--- src/rtl/replenish_ctrl.sv ---
// replenish_ctrl: eight-channel stock controller with a restock FSM and a
// one-unit sale path.
//
// A restock request in IDLE latches a channel and a quantity. FILL then adds
// one unit per enabled cycle until the quantity is used up or the channel
// reaches CAP. DONE lasts one cycle and returns to IDLE. Sales are accepted
// in every state. All stock arithmetic saturates within 0..CAP.
//
// Parameters:
//   CAP        maximum units per channel (1..15)
// Ports:
//   clk        system clock, rising edge
//   rst        asynchronous active-high reset
//   en         enable; low freezes the FSM and blocks restock and sale requests
//   re         restock request (sampled in IDLE only)
//   number     channel to restock
//   qty        units requested for restock
//   sell       sale request (one unit)
//   sell_ch    channel for the sale
//   rd_ch      channel selected for stock_out
//   numbers    channel being filled (0 outside FILL)
//   busy       high in FILL and DONE
//   done       one-cycle pulse in DONE
//   sell_ack   pulse the cycle after an accepted sale
//   stock_out  stock count of rd_ch (combinational)
//   empty      bit i high when channel i holds no stock (combinational)
//   ovf        only with REPLENISH_OVERFLOW_ERR_EN defined: set in DONE when
//              a fill stopped at CAP with quantity left over; cleared on the
//              next accepted restock request or on rst
//
// Build option: define REPLENISH_OVERFLOW_ERR_EN to add the ovf output.
// Without it, the excess quantity is discarded silently.

module replenish_ctrl #(
    parameter int CAP = 15
) (
    input  logic       clk,
    input  logic       rst,
    input  logic       en,
    input  logic       re,
    input  logic [2:0] number,
    input  logic [3:0] qty,
    input  logic       sell,
    input  logic [2:0] sell_ch,
    input  logic [2:0] rd_ch,
    output logic [2:0] numbers,
    output logic       busy,
    output logic       done,
    output logic       sell_ack,
    output logic [3:0] stock_out,
    output logic [7:0] empty
`ifdef REPLENISH_OVERFLOW_ERR_EN
    ,
    output logic       ovf
`endif
);

    localparam logic [3:0] CAP_V = 4'(CAP);

    typedef enum logic [1:0] {
        IDLE = 2'd0,
        FILL = 2'd1,
        DONE = 2'd2
    } state_t;

    state_t          state_reg;
    logic [2:0]      ch_reg;
    logic [3:0]      remaining_reg;
    logic [7:0][3:0] stock_vec;

    logic fill_end;
    logic fill_inc;
    logic sale_acc;

    // FILL stops, without incrementing, as soon as nothing is left to add or
    // the channel is already at capacity.
    assign fill_end = (remaining_reg == 4'd0) || (stock_vec[ch_reg] >= CAP_V);
    assign fill_inc = en && (state_reg == FILL) && !fill_end;

    // A sale looks at the stock before this cycle's fill increment, so a sale
    // on an empty channel is rejected even if that channel is being filled
    // in the same cycle.
    assign sale_acc = en && sell && (stock_vec[sell_ch] != 4'd0);

    assign stock_out = stock_vec[rd_ch];

    // Per-channel stock counters. When a fill and a sale hit the same channel
    // in the same cycle, they cancel. Each direction is guarded, so no count
    // goes below 0 or above CAP.
    generate
        for (genvar gi = 0; gi < 8; gi++) begin : g_chan
            logic [3:0] stock_reg;
            logic       inc;
            logic       dec;

            assign inc = fill_inc && (ch_reg == 3'(gi));
            assign dec = sale_acc && (sell_ch == 3'(gi));

            always_ff @(posedge clk or posedge rst) begin
                if (rst) begin
                    stock_reg <= 4'd0;
                end else if (inc && !dec) begin
                    stock_reg <= stock_reg + 4'd1;
                end else if (dec && !inc) begin
                    stock_reg <= stock_reg - 4'd1;
                end
            end

            assign stock_vec[gi] = stock_reg;
            assign empty[gi]     = (stock_reg == 4'd0);
        end
    endgenerate

    always_ff @(posedge clk or posedge rst) begin
        if (rst) begin
            sell_ack <= 1'b0;
        end else begin
            sell_ack <= sale_acc;
        end
    end

    // Restock FSM. The outputs are registered and are loaded together with
    // the state, so each output always matches the state it belongs to.
    // With en low, everything holds, including a pending DONE.
    always_ff @(posedge clk or posedge rst) begin
        if (rst) begin
            state_reg     <= IDLE;
            ch_reg        <= 3'd0;
            remaining_reg <= 4'd0;
            busy          <= 1'b0;
            done          <= 1'b0;
            numbers       <= 3'd0;
        end else if (en) begin
            case (state_reg)
                IDLE: begin
                    if (re) begin
                        busy <= 1'b1;
                        if (qty != 4'd0) begin
                            state_reg     <= FILL;
                            ch_reg        <= number;
                            remaining_reg <= qty;
                            numbers       <= number;
                        end else begin
                            state_reg <= DONE;
                            done      <= 1'b1;
                        end
                    end
                end
                FILL: begin
                    if (fill_end) begin
                        state_reg <= DONE;
                        done      <= 1'b1;
                        numbers   <= 3'd0;
                    end else begin
                        remaining_reg <= remaining_reg - 4'd1;
                    end
                end
                DONE: begin
                    state_reg <= IDLE;
                    busy      <= 1'b0;
                    done      <= 1'b0;
                end
                default: begin
                    state_reg <= IDLE;
                    busy      <= 1'b0;
                    done      <= 1'b0;
                    numbers   <= 3'd0;
                end
            endcase
        end
    end

`ifdef REPLENISH_OVERFLOW_ERR_EN
    // Flags a fill that stopped at CAP with quantity left over. The flag stays
    // set until the next accepted restock request.
    always_ff @(posedge clk or posedge rst) begin
        if (rst) begin
            ovf <= 1'b0;
        end else if (en) begin
            if (state_reg == IDLE && re) begin
                ovf <= 1'b0;
            end else if (state_reg == FILL && fill_end) begin
                ovf <= (remaining_reg != 4'd0);
            end
        end
    end
`endif

endmodule
--- config.mk ---
export PLATFORM = sky130hd
export DESIGN_NAME = replenish_ctrl
export DESIGN_NICKNAME = d
export VERILOG_FILES = /design/src/rtl/replenish_ctrl.sv
export SDC_FILE = /design/constraint.sdc
export NUM_CORES = 1
export LEC_CHECK = 0
export ABC_AREA = 1
export BUFFER_PORTS_ARGS = -buffer_cell sky130_fd_sc_hd__buf_2
export CAP_MARGIN = 0
export CORE_ASPECT_RATIO = 0.9
export CORE_MARGIN = 1
export CORE_UTILIZATION = 60
export CTS_CLUSTER_SIZE = 20
export DETAILED_ROUTE_END_ITERATION = 10
export PLACE_DENSITY = 0.81
export SYNTH_ARGS = -nofsm -noshare
export SYNTH_HDL_FRONTEND = slang
export SYNTH_SLANG_ARGS = --single-unit
--- constraint.sdc ---
create_clock -name clk -period 3.53 [get_ports clk]
set_input_delay 0.1765 -clock clk [delete_from_list [all_inputs] [get_ports clk]]
set_output_delay 0.1765 -clock clk [all_outputs]
set_load 0.005 [all_outputs]
# == After elaboration in Yosys (flattened, before gate mapping) ==
# Cells that the tools add are included.
# word_totals
in_bits,18
regBits,47
out_inout_bits,18
# op_classes
order_cmp,4
n_reduce_logical,83
eq_ne,21
n_mux,40
add_sub_neg,17
n_bitwise,2
# ops
op,n
4-bit two-way mux,22
4-bit binary-select mux with 3-bit select,3
1-bit logical AND,36
4-bit logical NOT,9
4-bit by 1-bit subtractor with 4-bit output (second input constant),9
4-bit by 1-bit adder with 4-bit output (second input constant),8
3-bit == test (second input constant),8
2-bit nonzero test,9
1-bit logical NOT,17
3-bit by 2-bit == test with 1-bit output (second input constant),4
3-bit by 4-bit less-than comparator with 1-bit output (second input constant),3
2-bit inequality test (second input constant),5
5-bit AND reduction,2
3-bit two-way mux,3
3-bit case mux with 3 select lines,1
4-bit case mux with 2 select lines,1
4-bit AND reduction,2
4-bit nonzero test,2
3-bit by 1-bit == test with 1-bit output (second input constant),2
3-bit logical NOT,2
2-bit two-way mux,3
3-bit AND reduction,2
4-bit greater-or-equal comparator (second input constant),1
1-bit two-way mux,4
other kinds (7),9

# == Logic depth before layout (Yosys ltp) ==
# Gate-level depths: netlist of run 1.
# depth
depth_word,11
depth_mapped,21

# == Worst setup path before layout of run 1 ==
# No wires, ideal clock.
# synth_timing
path_type,register to register
from,reg ch_reg[1]
to,reg g_chan[3].stock_reg[3]
synth_period_minus_slack_ns,2.688
path_buffers,2
arrival_time_ns,2.564
setup_slack_ns,0.842
stages_incl_launch_ff,21
setup_time_ns,0.123
path_cell_list,dfrtp_1 -> buf_6 -> buf_8 -> nand3_1 -> nand2_1 -> nor2_1 -> nor2_1 -> nand3_2 -> nand3b_1 -> inv_1 -> nand3_4 -> nor2_1 -> ha_1 -> inv_1 -> ha_1 -> and3_1 -> a211oi_1 -> nor2_1 -> nor2_1 -> nand2_1 -> xnor2_1
# synth_between
elab_chain_cells,10
word_cells_on_any_way,13
cone_classes,order compare: 1; eq/ne: 1; mux: 3; reduce/logical: 8
# synth_rtl
element,line,rtl
from (decl),67,logic [2:0] ch_reg;
from (signal assigned),140,ch_reg <= number;
4-bit binary-select mux with 3-bit select,77,assign fill_end = (remaining_reg == 4'd0) || (stock_vec[ch_reg] >= CAP_V);
4-bit two-way mux (not written as such),77,
4-bit greater-or-equal comparator,77,
1-bit logical OR,77,
1-bit logical NOT,78,assign fill_inc = en && (state_reg == FILL) && !fill_end;
1-bit logical AND,78,
1-bit logical AND *,96,assign inc = fill_inc && (ch_reg == 3'(gi));
1-bit logical NOT,104,end else if (dec && !inc) begin
1-bit logical AND,104,
2-bit nonzero test (no line),n/a,
to (signal assigned),103,stock_reg <= stock_reg + 4'd1;
to (signal assigned),105,stock_reg <= stock_reg - 4'd1;
to (decl),92,logic [3:0] stock_reg;
# Mark *: on every way between the ends. The rest lies on a longest branch, timed or not. The select of a mux whose other input is x is not followed.
# A chain may end at the register's enable or synchronous reset.

# == Worst setup path after layout of run 1 ==
# layout_timing
from,reg ch_reg[0]
to,reg g_chan[1].stock_reg[3]
# layout_between
elab_chain_cells,10
word_cells_on_any_way,13
cone_classes,order compare: 1; eq/ne: 1; mux: 3; reduce/logical: 8
# layout_rtl
element,line
4-bit binary-select mux with 3-bit select,77
4-bit two-way mux (not written as such),77
4-bit greater-or-equal comparator,77
1-bit logical OR,77
1-bit logical NOT,78
1-bit logical AND,78
1-bit logical AND *,96
1-bit logical NOT,104
1-bit logical AND,104
2-bit nonzero test (no line),n/a
to (signal assigned),103
to (signal assigned),105
to (decl),92
# Marks and branches as above.

==> run_results.csv, run 1 <==
group,metric,value,unit
place,port-buffer-count,35,
layout,num_antenna_cells,0,
layout,fin_area,3930,sq um
yosys,synth_most_common_cell,"nand2_1",
yosys,synth-compound-area-share,10.9,%
yosys,yosys.area_share.simple,28.9,%
yosys,netlist_top_cells_count,"nand2_1, nor2_1, inv_1",
routing,via_per_inst,5.68,
timing,drv_slew,0,
setup_path,crit_path_top_delay_cell,"dfrtp_2",
timing,min_period_over_period,91.0,%
clock_tree,hold_buffers,0,
power_and_ir_drop,total_power,3.21,mW
place,dp_hpwl,6840,um
die,start_util,63.2,%
yosys,avgSynthCellArea,7.55,sq um
yosys,seq_area_frac_synth,32.3,%
timing,finalSetupViolations,0,
job,drv_cap,0,
layout,stdcell_count,588,
timing,rsz0062_at_grt,"no",
timing,tns,0,ns
die,num_rows,26,
run_status,violations,"design-rule violations",
setup_path,slowest_delay,0.49,ns
die,coreArea,5760,sq um
yosys,synth.largest_area_cell,"dfrtp_1",
layout,largest_reg_flops,32,
setup_path,r2r_start,"ch_reg[0]",
die,die_w,84.1,um
timing,finClkSkew,0.00907,ns
setup_path,worstSetupPathType,"reg -> reg",
layout,syn_to_final_growth,7.87,%
clock_tree,clk_latency,0.31,ns
min_path,min_from,"number[0]",
global_route,grt_pass1_vias,3119,
routing,vias,3341,
yosys,synthArstFlopShare,100,%
power_and_ir_drop,powerDensity,817,nW/um^2
yosys,yosys_warnings,0,
global_route,antenna_found_initial,0,
setup_path,endpoint_kind,"flip-flop",
setup_path,path_max_fanout,10,
yosys,synthTopCellsByArea,"dfrtp_1, nand2_1, ha_1, nor2_1, inv_1",
timing,final-hold-violation-count,0,
setup_path,worstPathCellList,"buf_4, nor2_8, nand2_1, nand2_1, nor2_1, nor2_1, nand3_2, nand3b_1, inv_1, nand3_4, nor2_1, ha_1, inv_1, ha_1, nand2_1, nor2_1, a211oi_1, nor2_1, nor2_1, nand2_1, xor2_1",
clock_tree,cts_tree,"yes",
yosys,syn_inst,482,
min_path,hold_path_class,"in -> reg",
routing,drtIter0Drc,230,
global_route,track_usage,29.8,%
clock_tree,root_buffer,"clkbuf_8",
place,placed_area,3840,sq um
power_and_ir_drop,p_leak,1.96,nW
setup_path,crit_top_cell,"nor2_1",
die,die_h,75.9,um
routing,wl_per_cell,15.1,um
yosys,yosys.cell_types.count,35,
power_and_ir_drop,ir_drop,0.000414,V
global_route,grt_max_degree,48,
clock_tree,ctsLongestPathBuffers,2,
yosys,synth_nets,533,
timing,slew_headroom,32.5,%
yosys,synth_flop_cell,"dfrtp_1",
die,die_area,6380,sq um
yosys,synth_edf_count,0,
yosys,synthAdderAreaFrac,13.0,%
setup_path,crit_path_start,"ch_reg[0]",
layout,nFillCells,517,
yosys,netlist.area_leader.share,32.3,%
yosys,synth_top_family_by_area,"simple AND/OR/NAND/NOR gates",
run_status,status,"complete, but fails checks",
setup_path,start_kind,"flip-flop",
clock_tree,cts.htree.levels,2,
global_route,grt_pass1_wl,14600,um
setup_path,critPathRequiredTime,3.73,ns
yosys,synth_xor_area_share,6.02,%
routing,detail_route.first_pass.iterations,8,
layout,final_nets,568,
place,routabilityCongestion,1.02,
clock_tree,cts_buffers,5,
timing,fmaxAchievable,0.311,GHz
routing,wl,8900,um
clock_tree,cts.clk_slew.worst_paths,0.09,ns
yosys,yosys_register_bits,47,
layout,layout-drive-gt1-share,12.0,%
place,dp.cells,580,
global_route,gr-total-overflow,0,
setup_path,cp.arrival,3.41,ns
routing,ant_nets,0,
timing,max_slew.worst_pin.slew,1.01,ns
timing,period_needed,3.21,ns
yosys,synth_mux_area_share,0.619,%
routing,drc,2,
die,ioPinCount,36,
yosys,syn_area,3640,sq um
clock_tree,cts.sink_count,47,
timing,timing.hold.ws,0.0876,ns
-- final timing paths --
check / depth (start not counted) / endpoint / slack (ns)
max in group asynchronous: 2 / ch_reg[0] / 2.76
worst max-delay path: 21 / g_chan[1].stock_reg[3] / 0.32
worst max register to register: 21 / g_chan[1].stock_reg[3] / 0.32
worst min-delay path: 3 / numbers[0] / 0.09
worst min register to register: 2 / done / 0.48
min in group asynchronous: 2 / g_chan[7].stock_reg[2] / 0.10
-- cells by family after synthesis --
group           count (synthesis)
flops                          47
compound gates                 69
xor+xnor                       25
simple gates                  238
fa+ha+maj                      33
mux                             2
buf+inv                        68
-- critical path: cells and delay by family, from the launching register on --
kind                     cells  cell delay, ns
AO/OA/AOI/OAI                1            0.26
adder cells (fa/ha/maj)      2            0.50
AND/OR/NAND/NOR             14            1.30
buffers and inverters        3            0.40
XOR/XNOR                     1            0.14
flip-flops                   1            0.49
-- final cells by class --
cell class,count,area (sq um),area share (%)
Multi-Input combinational cell,367,2160,55.1
Sequential cell,47,1180,30.0
Inverter,58,218,5.55
Timing Repair Buffer,38,198,5.04
Tap cell,70,87.6,2.23
Clock buffer,7,76.3,1.94
Clock inverter,1,5.00,0.128
-- per-layer routing --
metal	vias up	wire, um	GRT usage, %
met2	122	4200	51.4
met5	-	0	0
met3	13	582	5.85
li1	1639	-	-
met1	1567	3970	38.3
met4	0	153	10.5
-- repair_timing --
action / 4_1_cts / 5_1_grt
gates resized for setup: 0 / 1
endpoints found under the setup margin: 0 / 1
buffers inserted: 0 / 0
-- power breakdown --
part | switching (mW) | total [mW] | internal (mW)
clock | 0.187 | 0.326 | 0.139
combinational | 1.01 | 1.73 | 0.726
sequential | 0.359 | 1.15 | 0.787
-- layout by cell type, fill, tap and decap left out, types with 2 or more instances in the layout --
cell      count
a31oi_1       5
xor2_1        7
buf_2        35
a21o_1        2
nor2_1       68
nor2_2        3
buf_4         3
xnor2_1      18
nand3_2       2
nand2_4       2
nor4_1        3
inv_2         3
dfrtp_1      46
nand3_1      34
a211oi_1      6
o21ai_0      35
o211ai_1      5
nand3_4       2
clkbuf_1      2
ha_1         25
mux2_2        2
clkbuf_8      5
nand2_1     111
fa_1          8
nand4_1       8
a21oi_1      14
inv_1        55
-- through the flow --
stage / util [%] / setup WS [ns]
detailed placement: 66.7 / 0.311
global route: 68.2 / 0.0386
finish: 68.2 / 0.317
CTS: 68.1 / 0.279
global placement: 66.7 / 0.434
floorplan: - / 0.842
No activity file was read; power rests on OpenSTA's default activity.
==> inputs of run 2 (changes only) <==
--- a/config.mk
+++ b/config.mk
@@ -10,10 +10,10 @@
 export CAP_MARGIN = 0
 export CORE_ASPECT_RATIO = 0.9
 export CORE_MARGIN = 1
-export CORE_UTILIZATION = 60
+export CORE_UTILIZATION = 54
 export CTS_CLUSTER_SIZE = 20
 export DETAILED_ROUTE_END_ITERATION = 10
-export PLACE_DENSITY = 0.81
+export PLACE_DENSITY = 0.77
 export SYNTH_ARGS = -nofsm -noshare
 export SYNTH_HDL_FRONTEND = slang
 export SYNTH_SLANG_ARGS = --single-unit
==> constraint.sdc (replaced) <==
create_clock -name clk -period 2.6 [get_ports clk]
set_input_delay 0.78 -clock clk [delete_from_list [all_inputs] [get_ports clk]]
set_output_delay 0.78 -clock clk [all_outputs]
set_load 0.005 [all_outputs]
==> run_results.csv, run 2 (synthesized netlist as in run 1, its figures left out) <==
group,metric,value,unit
place,dp.cells,698,
min_path,hold_path_end,"numbers[0]",
layout,final_nets,690,
timing,drv_slew,0,
setup_path,rrSetupSlack,-0.44,ns
layout,stdcell_count,727,
timing,max_slew.worst_pin.slew,0.652,ns
setup_path,cp.arrival,3.24,ns
timing,slew_headroom,56.2,%
clock_tree,clk_latency,0.30,ns
layout,layout_commonest_cell,"buf_4",
routing,wl_per_cell,16.8,um
timing,fmaxAchievable,0.329,GHz
setup_path,slowest_delay,0.44,ns
clock_tree,cts_buffers,5,
timing,setup_ws,-0.441,ns
setup_path,r2r_end,"g_chan[6].stock_reg[3]",
clock_tree,cts.sink_count,47,
run_status,status,"complete, but fails checks",
place,dpl_worst_slack,-0.529,ns
min_path,hold_path_class,"reg -> reg",
routing,drtIter0Drc,414,
run_status,violations,"negative setup slack",
job,drv_cap,0,
layout,utilization,84.8,%
timing,finClkSkew,0.00875,ns
setup_path,r2r_start,"ch_reg[0]",
timing,period_needed,3.04,ns
setup_path,crit_path_top_delay_cell,"dfrtp_2",
timing,rsz0062_at_grt,"yes",
setup_path,endpoint_kind,"flip-flop",
setup_path,path_delay_family,"simple AND/OR/NAND/NOR gates",
min_path,min_from,"numbers[0]",
routing,wl,12200,um
routing,via_per_inst,5.58,
global_route,grt_max_degree,28,
routing,ant_nets,0,
setup_path,path_buf_inv,5,
place,placed_area,4850,sq um
timing,min_period_over_period,117,%
place,routabilityCongestion,0.927,
global_route,antenna_found_initial,0,
clock_tree,root_buffer,"clkbuf_8",
die,die_area,7070,sq um
timing,final-hold-violation-count,0,
power_and_ir_drop,powerDensity,1180,nW/um^2
layout,final_cell_mix,"buf_4, nand2_1, nor2_1, dfrtp_1, inv_1",
setup_path,worstPathCellList,"buf_6, nor2_8, buf_6, nand2_2, nand2_1, nor2_1, nor2_1, nand3_2, nand3b_1, inv_2, nand3_4, buf_4, nor2_2, ha_2, inv_2, ha_1, a21o_1, a21oi_2, nand2_1, nand2_1, nor2_1, xor2_1",
power_and_ir_drop,p_leak,2.64,nW
clock_tree,cts_tree,"yes",
clock_tree,cts.clk_slew.worst_paths,0.10,ns
clock_tree,ctsLongestPathBuffers,2,
place,port-buffer-count,35,
layout,layout-drive-gt1-share,38.9,%
die,ioPinCount,36,
layout,syn_to_final_growth,47.3,%
routing,detail_route.first_pass.iterations,8,
setup_path,crit_path_start,"ch_reg[0]",
die,start_util,57.6,%
setup_path,start_kind,"flip-flop",
layout,largest_reg_flops,32,
layout,fin_area,5360,sq um
place,dp_hpwl,8130,um
setup_path,worstSetupPathType,"reg -> reg",
global_route,grt_pass1_wl,17700,um
clock_tree,cts.htree.levels,2,
die,die_w,88.5,um
routing,vias,4055,
die,coreArea,6320,sq um
die,num_rows,27,
global_route,grt_pass1_vias,3768,
routing,drc,0,
min_path,holdPathStages,2,
global_route,gr-total-overflow,0,
power_and_ir_drop,ir_drop,0.000797,V
timing,tns,-4.97,ns
die,die_h,79.9,um
setup_path,critPathRequiredTime,2.79,ns
layout,num_antenna_cells,0,
setup_path,r2r_cells,22,
setup_path,path_max_fanout,8,
global_route,track_usage,33.5,%
timing,finalSetupViolations,24,
==> run 2: cell types whose count changed in the layout (fill, tap and decap cells not counted), sizes merged <==
| cell | before | now |
|---|---|---|
| clkbuf | 7 | 6 |
| bufinv | 0 | 2 |
| clkinv | 1 | 0 |
| buf | 38 | 160 |
==> run 2: cell type report <==
cell class                 instances  area [sq um]
fill                             375           958
tap                               87           109
clock inverter                     2          60.1
sequential                        47          1180
timing repair buffer             160          1180
clock buffer                       6          72.6
multi-input combinational        367          2510
inverter                          58           246
==> run 2: where the power goes <==
group / switching [mW] / internal [mW] / leakage, nW
combinational: 2.08 / 2.08 / 2.00
sequential: 0.423 / 1.07 / 0.571
clock: 0.264 / 0.385 / 0.0654
total: 2.76 / 3.54 / 2.64
==> run 2: layer usage <==
metal	GRT usage, %	wire length (um)
met1	42.6	4770
met2	56.7	5940
met3	7.03	1020
met4	10.2	459
met5	0	0
==> run 2: timing repair <==
action / 4_1_cts / 5_1_grt
pin swaps: 24 / 36
hold buffers: 0 / 0
hold endpoints to repair: 0 / 0
setup buffers: 14 / 9
gates cloned: 0 / 0
endpoints found under the setup margin: 23 / 26
resized for setup: 20 / 43
==> run 2: worst max path at each step <==
stage	to	slack [ns]	cells past startpoint
after global routing	g_chan[6].stock_reg[3]	-0.55	19
after detailed placement	g_chan[4].stock_reg[3]	-0.53	17
after CTS	g_chan[3].stock_reg[3]	-0.29	21
after floorplan	g_chan[1].stock_reg[3]	-0.11	16
after global placement	g_chan[5].stock_reg[3]	-0.43	17
final	g_chan[6].stock_reg[3]	-0.44	22
==> run 2: stage by stage <==
step | hold WS, ns | power, mW
CTS | 0.486 | 5.83
floorplan | 0.442 | 3.48
finish | 0.482 | 6.30
global placement | 0.452 | 4.85
global route | 0.505 | 6.72
detailed placement | 0.461 | 5.00
==> run 2: worst min-delay path, stage by stage (launching register included) <==
cell and delay [ns]:
dfrtp_1 0.36, nand2_1 0.05, nand2_1 0.05
